`config.mk`:
```
export PLATFORM = sky130hd
export DESIGN_NAME = noise_channel_nes
export DESIGN_NICKNAME = d
export VERILOG_FILES = /design/src/rtl/noise_pkg.sv /design/src/rtl/envelope_unit.sv /design/src/rtl/noise_channel_nes.sv
export SDC_FILE = /design/constraint.sdc
export NUM_CORES = 1
export LEC_CHECK = 0
export BUFFER_PORTS_ARGS = -buffer_cell sky130_fd_sc_hd__buf_2
export CORE_ASPECT_RATIO = 1.4
export CORE_MARGIN = 3
export CORE_UTILIZATION = 30
export CTS_CLUSTER_SIZE = 25
export DETAILED_ROUTE_END_ITERATION = 10
export GPL_ROUTABILITY_DRIVEN = 0
export PLACE_DENSITY = 0.57
export SYNTH_ARGS = -nofsm -noshare
export SYNTH_HDL_FRONTEND = slang
export SYNTH_SLANG_ARGS = --single-unit
```
`constraint.sdc`:
```
create_clock -name i_clk -period 3.75 [get_ports i_clk]
set_clock_uncertainty 0.1 [all_clocks]
set_input_delay 0.375 -clock i_clk [delete_from_list [all_inputs] [get_ports i_clk]]
set_output_delay 0.375 -clock i_clk [all_outputs]
set_load 0.005 [all_outputs]
```
`src/rtl/noise_pkg.sv`:
```
// Shared constants for the NES-style noise channel: register map, timer period
// and length-counter lookup tables, and the packed register-file layout.
package noise_pkg;

  typedef enum logic [1:0] {
    ADDR_ENV    = 2'd0,
    ADDR_PERIOD = 2'd1,
    ADDR_LENGTH = 2'd2,
    ADDR_UNUSED = 2'd3
  } reg_addr_e;

  localparam logic [3:0] DECAY_MAX = 4'd15;

  localparam logic [11:0] PERIOD_TABLE [16] = '{
    12'd4,   12'd8,   12'd16,  12'd32,  12'd64,  12'd96,   12'd128,  12'd160,
    12'd202, 12'd254, 12'd380, 12'd508, 12'd762, 12'd1016, 12'd2034, 12'd4068
  };

  localparam logic [7:0] LENGTH_TABLE [32] = '{
    8'd10,  8'd254, 8'd20, 8'd2,  8'd40, 8'd4,  8'd80, 8'd6,
    8'd160, 8'd8,   8'd60, 8'd10, 8'd14, 8'd12, 8'd26, 8'd14,
    8'd12,  8'd16,  8'd24, 8'd18, 8'd48, 8'd20, 8'd96, 8'd22,
    8'd192, 8'd24,  8'd72, 8'd26, 8'd16, 8'd28, 8'd32, 8'd30
  };

  typedef struct packed {
    logic       halt;       // also the envelope loop flag
    logic       const_vol;
    logic [3:0] vol;
    logic       mode;
    logic [3:0] pidx;
    logic [4:0] lidx;
  } regs_t;

endpackage

```
`src/rtl/envelope_unit.sv`:
```
// Decaying volume envelope (start flag, divider, decay level) clocked by the
// quarter-frame strobe; shared by any channel that needs an envelope.
module envelope_unit
  import noise_pkg::*;
(
  input  logic       i_clk,
  input  logic       i_rst_n,
  input  logic       i_quarter_stb,
  input  logic       i_start_set,
  input  logic       i_loop,
  input  logic [3:0] i_period,
  output logic [3:0] o_decay
);

  logic       start_q, start_d;
  logic [3:0] divider_q, divider_d;
  logic [3:0] decay_q, decay_d;

  always_comb begin
    // NOTE: every variable gets its hold value first so no path leaves it unassigned (no latch).
    start_d   = start_q;
    divider_d = divider_q;
    decay_d   = decay_q;
    if (i_quarter_stb) begin
      if (start_q) begin
        start_d   = 1'b0;
        decay_d   = DECAY_MAX;
        divider_d = i_period;
      end else if (divider_q == 4'd0) begin
        divider_d = i_period;
        if (decay_q != 4'd0) begin
          decay_d = decay_q - 4'd1;
        end else if (i_loop) begin
          decay_d = DECAY_MAX;
        end
      end else begin
        divider_d = divider_q - 4'd1;
      end
    end
    // A fresh length write re-arms the envelope even if a quarter tick consumed the old flag.
    if (i_start_set) begin
      start_d = 1'b1;
    end
  end

  always_ff @(posedge i_clk) begin
    // NOTE: non-blocking assignments so every flop samples the pre-edge values.
    if (!i_rst_n) begin
      start_q   <= 1'b0;
      divider_q <= 4'd0;
      decay_q   <= 4'd0;
    end else begin
      start_q   <= start_d;
      divider_q <= divider_d;
      decay_q   <= decay_d;
    end
  end

  assign o_decay = decay_q;

endmodule

```
`src/rtl/noise_channel_nes.sv`:
```
// NES-style noise channel: period timer clocking an LFSR, length counter and
// envelope, gated into a registered output sample.
module noise_channel_nes
  import noise_pkg::*;
#(
  parameter int LFSR_WIDTH   = 15,
  parameter int SHORT_TAP    = 6,
  parameter int OUT_WIDTH    = 9,
  parameter int PERIOD_WIDTH = 12
) (
  input  logic                 i_clk,
  input  logic                 i_rst_n,
  input  logic                 i_tick_stb,
  input  logic                 i_quarter_stb,
  input  logic                 i_half_stb,
  input  logic                 i_wr_stb,
  input  logic [1:0]           i_wr_addr,
  input  logic [7:0]           i_wr_data,
  input  logic                 i_enable,
  output logic [OUT_WIDTH-1:0] o_output,
  output logic                 o_active,
  output logic                 o_shift_stb
);

  regs_t                   regs_q, regs_d;
  logic [PERIOD_WIDTH-1:0] timer_q, timer_d;
  logic [LFSR_WIDTH-1:0]   lfsr_q, lfsr_d;
  logic [7:0]              length_q, length_d;
  logic [OUT_WIDTH-1:0]    output_q, output_d;
  logic                    shift_stb_q, shift_stb_d;
  logic [3:0]              env_decay;
  logic [3:0]              volume;
  logic                    len_wr;
  logic                    feedback;
  logic                    unused_wr_bit;

  assign len_wr        = i_wr_stb && (reg_addr_e'(i_wr_addr) == ADDR_LENGTH);
  assign unused_wr_bit = i_wr_data[6];

  envelope_unit u_env (
    .i_clk         (i_clk),
    .i_rst_n       (i_rst_n),
    .i_quarter_stb (i_quarter_stb),
    .i_start_set   (len_wr),
    .i_loop        (regs_q.halt),
    .i_period      (regs_q.vol),
    .o_decay       (env_decay)
  );

  always_comb begin
    regs_d = regs_q;
    if (i_wr_stb) begin
      case (reg_addr_e'(i_wr_addr))
        ADDR_ENV: begin
          regs_d.halt      = i_wr_data[5];
          regs_d.const_vol = i_wr_data[4];
          regs_d.vol       = i_wr_data[3:0];
        end
        ADDR_PERIOD: begin
          regs_d.mode = i_wr_data[7];
          regs_d.pidx = i_wr_data[3:0];
        end
        ADDR_LENGTH: regs_d.lidx = i_wr_data[7:3];
        default: ;
      endcase
    end
  end

  // The reload uses the period index already in the register, so a pidx write
  // never disturbs a count that is in flight.
  always_comb begin
    timer_d     = timer_q;
    lfsr_d      = lfsr_q;
    shift_stb_d = 1'b0;
    feedback    = lfsr_q[0] ^ (regs_q.mode ? lfsr_q[SHORT_TAP] : lfsr_q[1]);
    if (i_tick_stb) begin
      if (timer_q == '0) begin
        timer_d     = PERIOD_WIDTH'(PERIOD_TABLE[regs_q.pidx] - 12'd1);
        lfsr_d      = {feedback, lfsr_q[LFSR_WIDTH-1:1]};
        shift_stb_d = 1'b1;
      end else begin
        timer_d = timer_q - 1'b1;
      end
    end
  end

  always_comb begin
    length_d = length_q;
    if (!i_enable) begin
      length_d = '0;
    end else if (len_wr) begin
      length_d = LENGTH_TABLE[regs_d.lidx];
    end else if (i_half_stb && (length_q != 8'd0) && !regs_q.halt) begin
      length_d = length_q - 8'd1;
    end
  end

  always_comb begin
    volume   = regs_q.const_vol ? regs_q.vol : env_decay;
    output_d = '0;
    if (!lfsr_q[0] && (length_q != 8'd0)) begin
      output_d = OUT_WIDTH'(volume) << (OUT_WIDTH - 4);
    end
  end

  always_ff @(posedge i_clk) begin
    if (!i_rst_n) begin
      regs_q      <= '0;
      timer_q     <= '0;
      lfsr_q      <= LFSR_WIDTH'(1);
      length_q    <= '0;
      output_q    <= '0;
      shift_stb_q <= 1'b0;
    end else begin
      regs_q      <= regs_d;
      timer_q     <= timer_d;
      lfsr_q      <= lfsr_d;
      length_q    <= length_d;
      output_q    <= output_d;
      shift_stb_q <= shift_stb_d;
    end
  end

  assign o_output    = output_q;
  assign o_shift_stb = shift_stb_q;
  assign o_active    = (length_q != 8'd0);

endmodule
```
### Word-level counts from Yosys, hierarchy flattened

Memory sizes are Yosys's and may differ from the RTL's.
Index checks and enable logic that the tools add are counted.
Widths: inputs -> output; s select.

* register bits: 70
* memory bits (read-only): 448
* input bits: 17
* output and inout bits: 11
* word-level logic and storage cells: 71
* memories kept: 2

Memory list
* (no name shown): words 32, bits a word 8, read ports 1, clocked after Yosys merged registers in 0, write ports 0, line noise_channel_nes.sv:92 `length_d = LENGTH_TABLE[regs_d.lidx];`
* (no name shown): words 16, bits a word 12, read ports 1, clocked after Yosys merged registers in 0, write ports 0, line noise_channel_nes.sv:78 `timer_d = PERIOD_WIDTH'(PERIOD_TABLE[regs_q.pidx] - 12'd1);`

* add/sub/neg operators: 5
* $lt $le $gt $ge: 2
* eq/ne operators: 2
* muxes and demuxes: 20
* bitwise logic cells: 3
* reductions and logical operators: 22

Operators by type and width (number)
* $mux 12: 3
* $mux 8: 4
* $mux 4: 7
* $sub 12x1->12 const B: 2
* $logic_not 12->1: 1
* $reduce_and 2->1: 6
* $mux 5: 2
* $reduce_bool 8->1: 1
* $sub 4x1->4 const B: 2
* $sub 8x1->8 const B: 1
* $ge 6x6->1 const B: 1
* $not 5->6: 1
* $reduce_bool 2->1: 3
* $ge 5x5->1 const B: 1
* $not 4->5: 1
* $logic_and 1x1->1: 4
* $logic_not 4->1: 1
* $mux 1: 4
* $reduce_bool 4->1: 1
* $reduce_and 3->1: 1
* $reduce_bool 3->1: 1
* $eq 2x1->1 const B: 1
* $eq 2x2->1 const B: 1
* $logic_not 1->1: 2
* other kinds (2): 2

### Depth between registers and ports, before layout

Gate-level depths: netlist of run 1.

* word-level depth: 8
* depth in mapped cells: 11
* depth with buffers taken out: 8

### By module

From an unflattened synthesis of run 1, not the netlist that was laid out.

* cells, all modules: 460
* area total of the unflattened synthesis: 3804.9 um2

By module, submodules not included
* noise_channel_nes: instances 1, cells each 396, area an instance 3269.4 um2, sequential area each 1121.1 um2
* envelope_unit: instances 1, cells each 64, area an instance 535.5 um2, sequential area each 180.2 um2

### Least setup slack after synthesis of run 1

Ideal clock, no wire load.

* path type: register -> register
* start point: register timer_q[7]
* end point: register timer_q[6]
* library setup time: 0.058 ns
* arrival: 2.820 ns
* required time: 3.592 ns
* setup slack: 0.772 ns
* cell stages (with the launch flop): 11
* path buffers: 2
* period minus slack after synthesis: 2.978 ns
* cells stage by stage: dfxtp_1 > or4_4 > nor4_2 > buf_2 > buf_2 > a41oi_1 > ha_1 > and3_1 > a211o_1 > a21oi_1 > o211a_1

* cells in the longest elaborated chain, start to end: 2

RTL lines
* start, declared: line noise_channel_nes.sv:26 `logic [PERIOD_WIDTH-1:0] timer_q, timer_d;`
* start signal, assigned: line noise_channel_nes.sv:116 `timer_q <= timer_d;`
* $logic_not 12->1: line noise_channel_nes.sv:77 `if (timer_q == '0) begin`
* $mux 12: line noise_channel_nes.sv:77

No other way between the ends.
A chain may end at the register's enable or synchronous reset.

### Worst setup path after layout of run 1

* start point: register timer_q[7]
* end point: register timer_q[8]

* cells in the longest elaborated chain, start to end: 2
* elaborated cells on any way between the ends: 3
* classes of those cells: 1 x add/sub; 1 x mux; 1 x reduce/logical

RTL lines (line)
* $sub 12x1->12 / $logic_not 12->1 (equally long branches): noise_channel_nes.sv:82, noise_channel_nes.sv:77
* $mux 12 (*): noise_channel_nes.sv:77

Mark *: on every way between the ends. The rest lies on a longest branch, timed or not.

==> results by group, run 1 <==
Timing
  • Minimum clock period: approximately 2.6 ns
  • Setup TNS: 0 ns
  • Worst-Margin Slew: about 1.2 ns
  • Fin crit share: 0.688
  • Endpoints failing setup: 0
  • Worst rel slew slack: 0.204
  • Max Clock Freq: about 390 MHz
  • Slew Viols, Final: 0
  • Hold Fails Final Rpt: 0
  • Final WS setup: around 1.2 ns
  • Unrepaired setup endpoints after global routing: false

Logic synthesis
  • #FFs+latches synth: 65
  • Top_reg_cell synth: dfxtp_1
  • Synth Instances: between 400 and 500
  • Synth area leaders: dfxtp_1 36%, mux2i_1 6.6%, nor2_1 5.0%, a21oi_1 4.7%, ha_1 3.8%
  • Async SR Flop Fraction: 0
  • Synth cell types: 63
  • Syn avg cell area: approximately 8 µm²
  • Synth Warn #: 0
  • Mapped Area: ~3600 µm²
  • EDFF count, synth: 0
  • Post-synthesis sequential area ratio: 0.357
  • Post-synth top area share: 0.357
  • Yosys top cell by area: dfxtp_1

Die
  • Initial core utilization: 0.307
  • Site row count: 47
  • Chip width: just under 100 µm
  • Die height: between 100 and 150 µm
  • Core area: 11900 µm²
  • IO Pins: 28
  • Die area: roughly 14000 µm²

CTS
  • Max clock buf depth: 2
  • Num CTS Buffers: 9
  • Root Buffer Master: clkbuf_16
  • Clock sink total: 65
  • CTS Hold Bufs: 0
  • CTS H-Tree Depth: 3
  • Clk Latency, worst-skew pair: about 0.33 ns
  • Postcts setup bufs: 0
  • Clk slew on worst S/H paths: about 0.06 ns
  • CTS resizes: 0
  • CTS tree: yes

Placement
  • Detailed placement HPWL: 6360 µm
  • DP Worst Slack: 1.14 ns
  • Placement Cell Area: ~3800 µm²
  • Port Buffers: 22
  • Placed cell count: 588

Critical path
  • Worst setup SP type: register
  • WP data required: about 4 ns
  • Critical Path AT: 2.75 ns
  • Worst setup EP type: register
  • Crit Path Max Fanout: 8
  • CP peak stage delay: a little over 0.7 ns
  • Critical Path, Cell by Cell: or4_4, or4_1, or3_1, a21oi_1, o221a_1
  • CP bufs+invs: 0
  • FF-to-FF path depth: 5
  • Critical path type: reg2reg
  • Slowest CP cell: or4_1
  • Critical path depth: 5
  • Worst path top cell family by delay: simple AND/OR/NAND/NOR gates

Drt
  • # DRC: 0
  • Routed Antenna Nets: 0
  • Total number of vias: 3251
  • Vias per cell: approximately 5.4
  • Drt total wl: 8940 µm
  • Initial DRT Pass Iterations: 4
  • Initial drt markers: 171
  • WL per Instance: 14.8 µm

Power
  • Total power: about 0.0024 W
  • VDD IR max: approximately 270 µV
  • Pwr Density: 584 nW/µm²
  • Lkg Pwr: approximately 1.5 nW

Global routing
  • Global-route wire length before repair: roughly 15000 µm
  • Total GRT Usage: 0.136
  • Pin count of the biggest net entering global routing: 30
  • Initial antenna violation count: 0
  • Number of global-route vias before repair: ~3100
  • GR Overflow Total: 0

Run
  • Max-cap violation count: 0

Status
  • Status: complete, no violations

Final layout
  • Finished Layout Cells: approximately 600
  • Most common cell after layout, fill and taps aside: dfxtp_1
  • Fin area: roughly 4100 µm²
  • Layout cell share with drive strength beyond 1: 0.125
  • N_diodes: 0
  • Commonest non-fill, non-tap cells in the layout: 65 x dfxtp_1, 49 x nor2_1, 34 x nand2_1, 34 x a21oi_1, 24 x mux2i_1
  • Final nets: 480
  • P&R area growth vs syn: 12.7%

Worst hold path
  • Worst Hold Class: in2reg
  • Hold depth: 3
-- per-layer routing --
layer	vias up	wire, µm	GRT usage
met1	1535	3930	0.160
met3	14	313	0.0267
met5	-	0	0
li1	1624	-	-
met2	78	4500	0.235
met4	0	188	0.0623
-- area by class of cell --
type                    count  area (µm²)
clock buffers              13         260
clock inverters             3        15.0
fillers                  1227        7770
repair buffers             25         133
inverters                  16        60.1
multi-input cells         335        2160
well taps                 147         184
flip-flops and latches     65        1300
-- registers in the layout, summed over array words and instances, names as in the netlist --
signal / count
o_output: 4
regs_q: 16
u_env.start_q: 1
length_q: 8
lfsr_q: 15
timer_q: 12
o_shift_stb: 1
u_env.divider_q: 4
u_env.o_decay: 4
-- path summary, 6_finish.rpt --
path / startpoint / end / slack [ns]
min reg2reg: lfsr_q[5] / lfsr_q[5] / 0.35
max: timer_q[7] / timer_q[8] / 1.17
max reg2reg: timer_q[7] / timer_q[8] / 1.17
min: i_wr_data[1] / regs_q[6] / 0.21
-- stage by stage --
step | hold WS (ns) | util
after floorplan | 0.332 | -
after global routing | 0.233 | 0.346
after CTS | 0.195 | 0.346
after global placement | 0.344 | 0.323
after detailed placement | 0.347 | 0.323
final | 0.210 | 0.346
-- cell usage after synthesis (all sizes together), types with 3 or more instances --
master  number
nand3       23
a311oi       3
o21ai       12
nand3b       5
or3          6
buf         16
ha          11
or4          8
a21oi       34
xnor2        9
o22ai        3
dfxtp       65
nor2        49
nor3        14
nor4         4
nand2       34
mux2i       24
a211oi      12
a41oi        3
or2          5
inv         16
clkbuf      17
nand2b       8
nor3b        9
o211ai       4
mux2         6
a31oi        5
-- where the power goes --
group	total (W)	internal [W]	switching [W]
combinational	0.000764	0.000314	0.000450
clock	0.000770	0.000480	0.000290
sequential	0.000866	0.000773	0.0000931
total	0.00240	0.00157	0.000833
-- tightest hold or removal path, stage by stage --
cell and delay [ns]:
buf_2 0.10, mux2i_1 0.06, nor2_1 0.07
-- cells by family after synthesis --
family                     after synthesis  synth area share
AOI/OAI and AO/OA                      103             0.190
xor gates and xnor gates                10            0.0240
adders and majority gates               12            0.0405
buffers and inverters                   49            0.0580
DFF                                     65             0.357
muxes                                   30            0.0844
other                                    1           0.00103
and+or+nand+nor                        175             0.245
Power figures use the tool's default switching activity.
==> inputs of run 2 (changes only) <==
clock period = 2.5 ns   (was 3.75 ns; I/O delays follow)
==> run 2 against run 1 <==
  * Sequential power rose by 47%
  * Non-clock buffer count is 16 higher
  * Die area is the same
  * Largest power group is now clock
  * Highest routed layer unchanged
  * Sequential cell count is the same
  * Maximum frequency increased by 7.6%
  * Wire length grew 1.4%
  * Sequential share of layout area fell by 1.4 points
==> results by group, run 2 (synthesis gave the netlist of run 1 again) <==
Status
  • Status: complete, no violations (unchanged)

Placement
  • Placement Cell Area: 3970 µm² (was 3840 µm²)
  • Placed cell count: 603 (was 588)
  • Port Buffers: 22 (unchanged)
  • Detailed placement HPWL: 6520 µm (was 6360 µm)

Global routing
  • Initial antenna violation count: 0 (unchanged)
  • Pin count of the biggest net entering global routing: 32 (was 30)
  • GR Overflow Total: 0 (unchanged)
  • Number of global-route vias before repair: 3163 (was 3063)
  • Global-route wire length before repair: 15100 µm (was 15000 µm)
  • Total GRT Usage: 0.138 (was 0.136)

Timing
  • Worst-Margin Slew: 0.509 ns (was 1.19 ns)
  • Hold Fails Final Rpt: 0 (unchanged)
  • Endpoints failing setup: 0 (unchanged)
  • Fin crit share: 0.960 (was 0.688)
  • Hold WS: 0.0866 ns (was 0.210 ns)
  • Minimum clock period: 2.40 ns (was 2.58 ns)
  • Max Clock Freq: 417 MHz (was 387 MHz)
  • Unrepaired setup endpoints after global routing: true (was false)
  • Worst rel slew slack: 0.657 (was 0.204)
  • Slew Viols, Final: 0 (unchanged)

Final layout
  • Biggest register: regs_q (unchanged)
  • P&R area growth vs syn: 18.2% (was 12.7%)
  • Commonest non-fill, non-tap cells in the layout: 64 x dfxtp_1, 49 x nor2_1, 34 x a21oi_1 (was 65 x dfxtp_1, 49 x nor2_1, 34 x nand2_1, 34 x a21oi_1, 24 x mux2i_1)
  • Layout cell share with drive strength beyond 1: 0.169 (was 0.125)
  • Final nets: 496 (was 480)
  • Finished Layout Cells: 620 (was 604)
  • Fin area: 4310 µm² (was 4110 µm²)
  • Top flop regs: regs_q x16, lfsr_q x15, timer_q x12 (unchanged)
  • Most common cell after layout, fill and taps aside: dfxtp_1 (unchanged)
  • N_diodes: 0 (unchanged)
  • Max reg flops: 16 (unchanged)

Worst hold path
  • Worst Hold Class: in2reg (unchanged)
  • Min-delay src: i_wr_data[2] (was i_wr_data[1])
  • Hold depth: 3 (unchanged)
  • WHS Endpoint: regs_q[7] (was regs_q[6])

Die
  • Site row count: 47 (unchanged)
  • Die area: 13500 µm² (unchanged)
  • Chip width: 99.2 µm (unchanged)
  • Die height: 136 µm (unchanged)
  • IO Pins: 28 (unchanged)
  • Core area: 11900 µm² (unchanged)
  • Initial core utilization: 0.307 (unchanged)

Drt
  • Initial drt markers: 177 (was 171)
  • Drt total wl: 9060 µm (was 8940 µm)
  • # DRC: 0 (unchanged)
  • Routed Antenna Nets: 0 (unchanged)
  • Initial DRT Pass Iterations: 5 (was 4)
  • Total number of vias: 3340 (was 3251)
  • Vias per cell: 5.39 (was 5.38)
  • WL per Instance: 14.6 µm (was 14.8 µm)

Critical path
  • RR Startpoint: timer_q[4] (was timer_q[7])
  • FF-to-FF path depth: 8 (was 5)
  • Reg-to-reg setup timing slack: 0.10 ns (was 1.17 ns)
  • Worst setup EP type: register (unchanged)
  • Critical Path AT: 2.58 ns (was 2.75 ns)
  • Critical path type: reg2reg (unchanged)
  • Crit Path Max Fanout: 4 (was 8)
  • WP data required: 2.68 ns (was 3.92 ns)
  • Worst setup SP type: register (unchanged)
  • R2R Path End: timer_q[6] (was timer_q[8])

Power
  • Lkg Pwr: 1.64 nW (was 1.55 nW)
  • Pwr Density: 907 nW/µm² (was 584 nW/µm²)
  • VDD IR max: 421 µV (was 272 µV)

CTS
  • Clk Latency, worst-skew pair: 0.33 ns (about the same)
  • CTS Hold Bufs: 0 (unchanged)
  • CTS H-Tree Depth: 3 (unchanged)
  • Num CTS Buffers: 9 (unchanged)
  • Root Buffer Master: clkbuf_16 (unchanged)
  • CTS tree: yes (unchanged)
  • Max clock buf depth: 2 (unchanged)
  • Clock sink total: 65 (unchanged)
  • Clk slew on worst S/H paths: 0.05 ns (was 0.06 ns)

Run
  • Max-cap violation count: 0 (unchanged)
run 2: cell types whose count changed in the layout (fill, tap and decap cells not counted), moves of 2 or more:
| cell | before | now |
|---|---|---|
| clkinv_2 | 3 | 0 |
| or4_1 | 7 | 5 |
| buf_4 | 3 | 19 |
| or4_4 | 1 | 3 |
| bufinv_16 | 0 | 2 |
run 2: timing repair:
item | 4_1_cts | 5_1_grt
endpoints found under the setup margin | 0 | 17
resized for setup | 0 | 2
setup buffers | 0 | 1
run 2: per-stage QoR:
step / power, W / setup WS, ns / util / setup TNS (ns)
floorplan: 0.00224 / -0.188 / - / -0.436
global placement: 0.00249 / 0.0899 / 0.334 / 0
detailed placement: 0.00252 / 0.0821 / 0.334 / 0
CTS: 0.00390 / 0.0686 / 0.362 / 0
global route: 0.00413 / -0.0174 / 0.363 / -0.0174
finish: 0.00391 / 0.101 / 0.363 / 0
run 2: layer usage:
layer / vias up / GRT usage / part of all wire / wire length, µm
li1: 1641 / - / - / -
met3: 22 / 0.0277 / 0.028 / 256
met2: 63 / 0.241 / 0.50 / 4570
met5: - / 0 / 0 / 0
met1: 1614 / 0.157 / 0.44 / 3970
met4: 0 / 0.0752 / 0.030 / 270
run 2: power breakdown:
group / switching (W) / leakage (nW) / internal, W / total (W)
registers: 0.000113 / 0.529 / 0.00116 / 0.00127
logic: 0.000723 / 0.957 / 0.000543 / 0.00127
clock network: 0.000442 / 0.157 / 0.000928 / 0.00137
total: 0.00128 / 1.64 / 0.00263 / 0.00391
run 2: worst max-delay path by stage:
stage,slack [ns],to,startpoint
after global placement,0.09,timer_q[8],timer_q[8]
after CTS,0.07,timer_q[6],timer_q[5]
after floorplan,-0.19,timer_q[6],timer_q[5]
after global routing,-0.02,timer_q[6],timer_q[4]
after detailed placement,0.08,timer_q[6],timer_q[5]
final,0.10,timer_q[6],timer_q[4]
run 2: worst max-delay path, stage by stage, from the launching register on:
cell	delay, ns
dfxtp_1	0.31
or4_4	0.57
nor4_4	0.32
a41oi_2	0.16
ha_2	0.22
and3_4	0.15
a211o_1	0.25
a21oi_1	0.12
o211a_1	0.14
run 2: layout make-up:
cell class              count  area (µm²)
clock buffers              14         264
multi-input cells         335        2190
flip-flops and latches     65        1300
well taps                 147         184
clock inverters             2        60.1
inverters                  16        60.1
fillers                  1219        7570
repair buffers             41         253
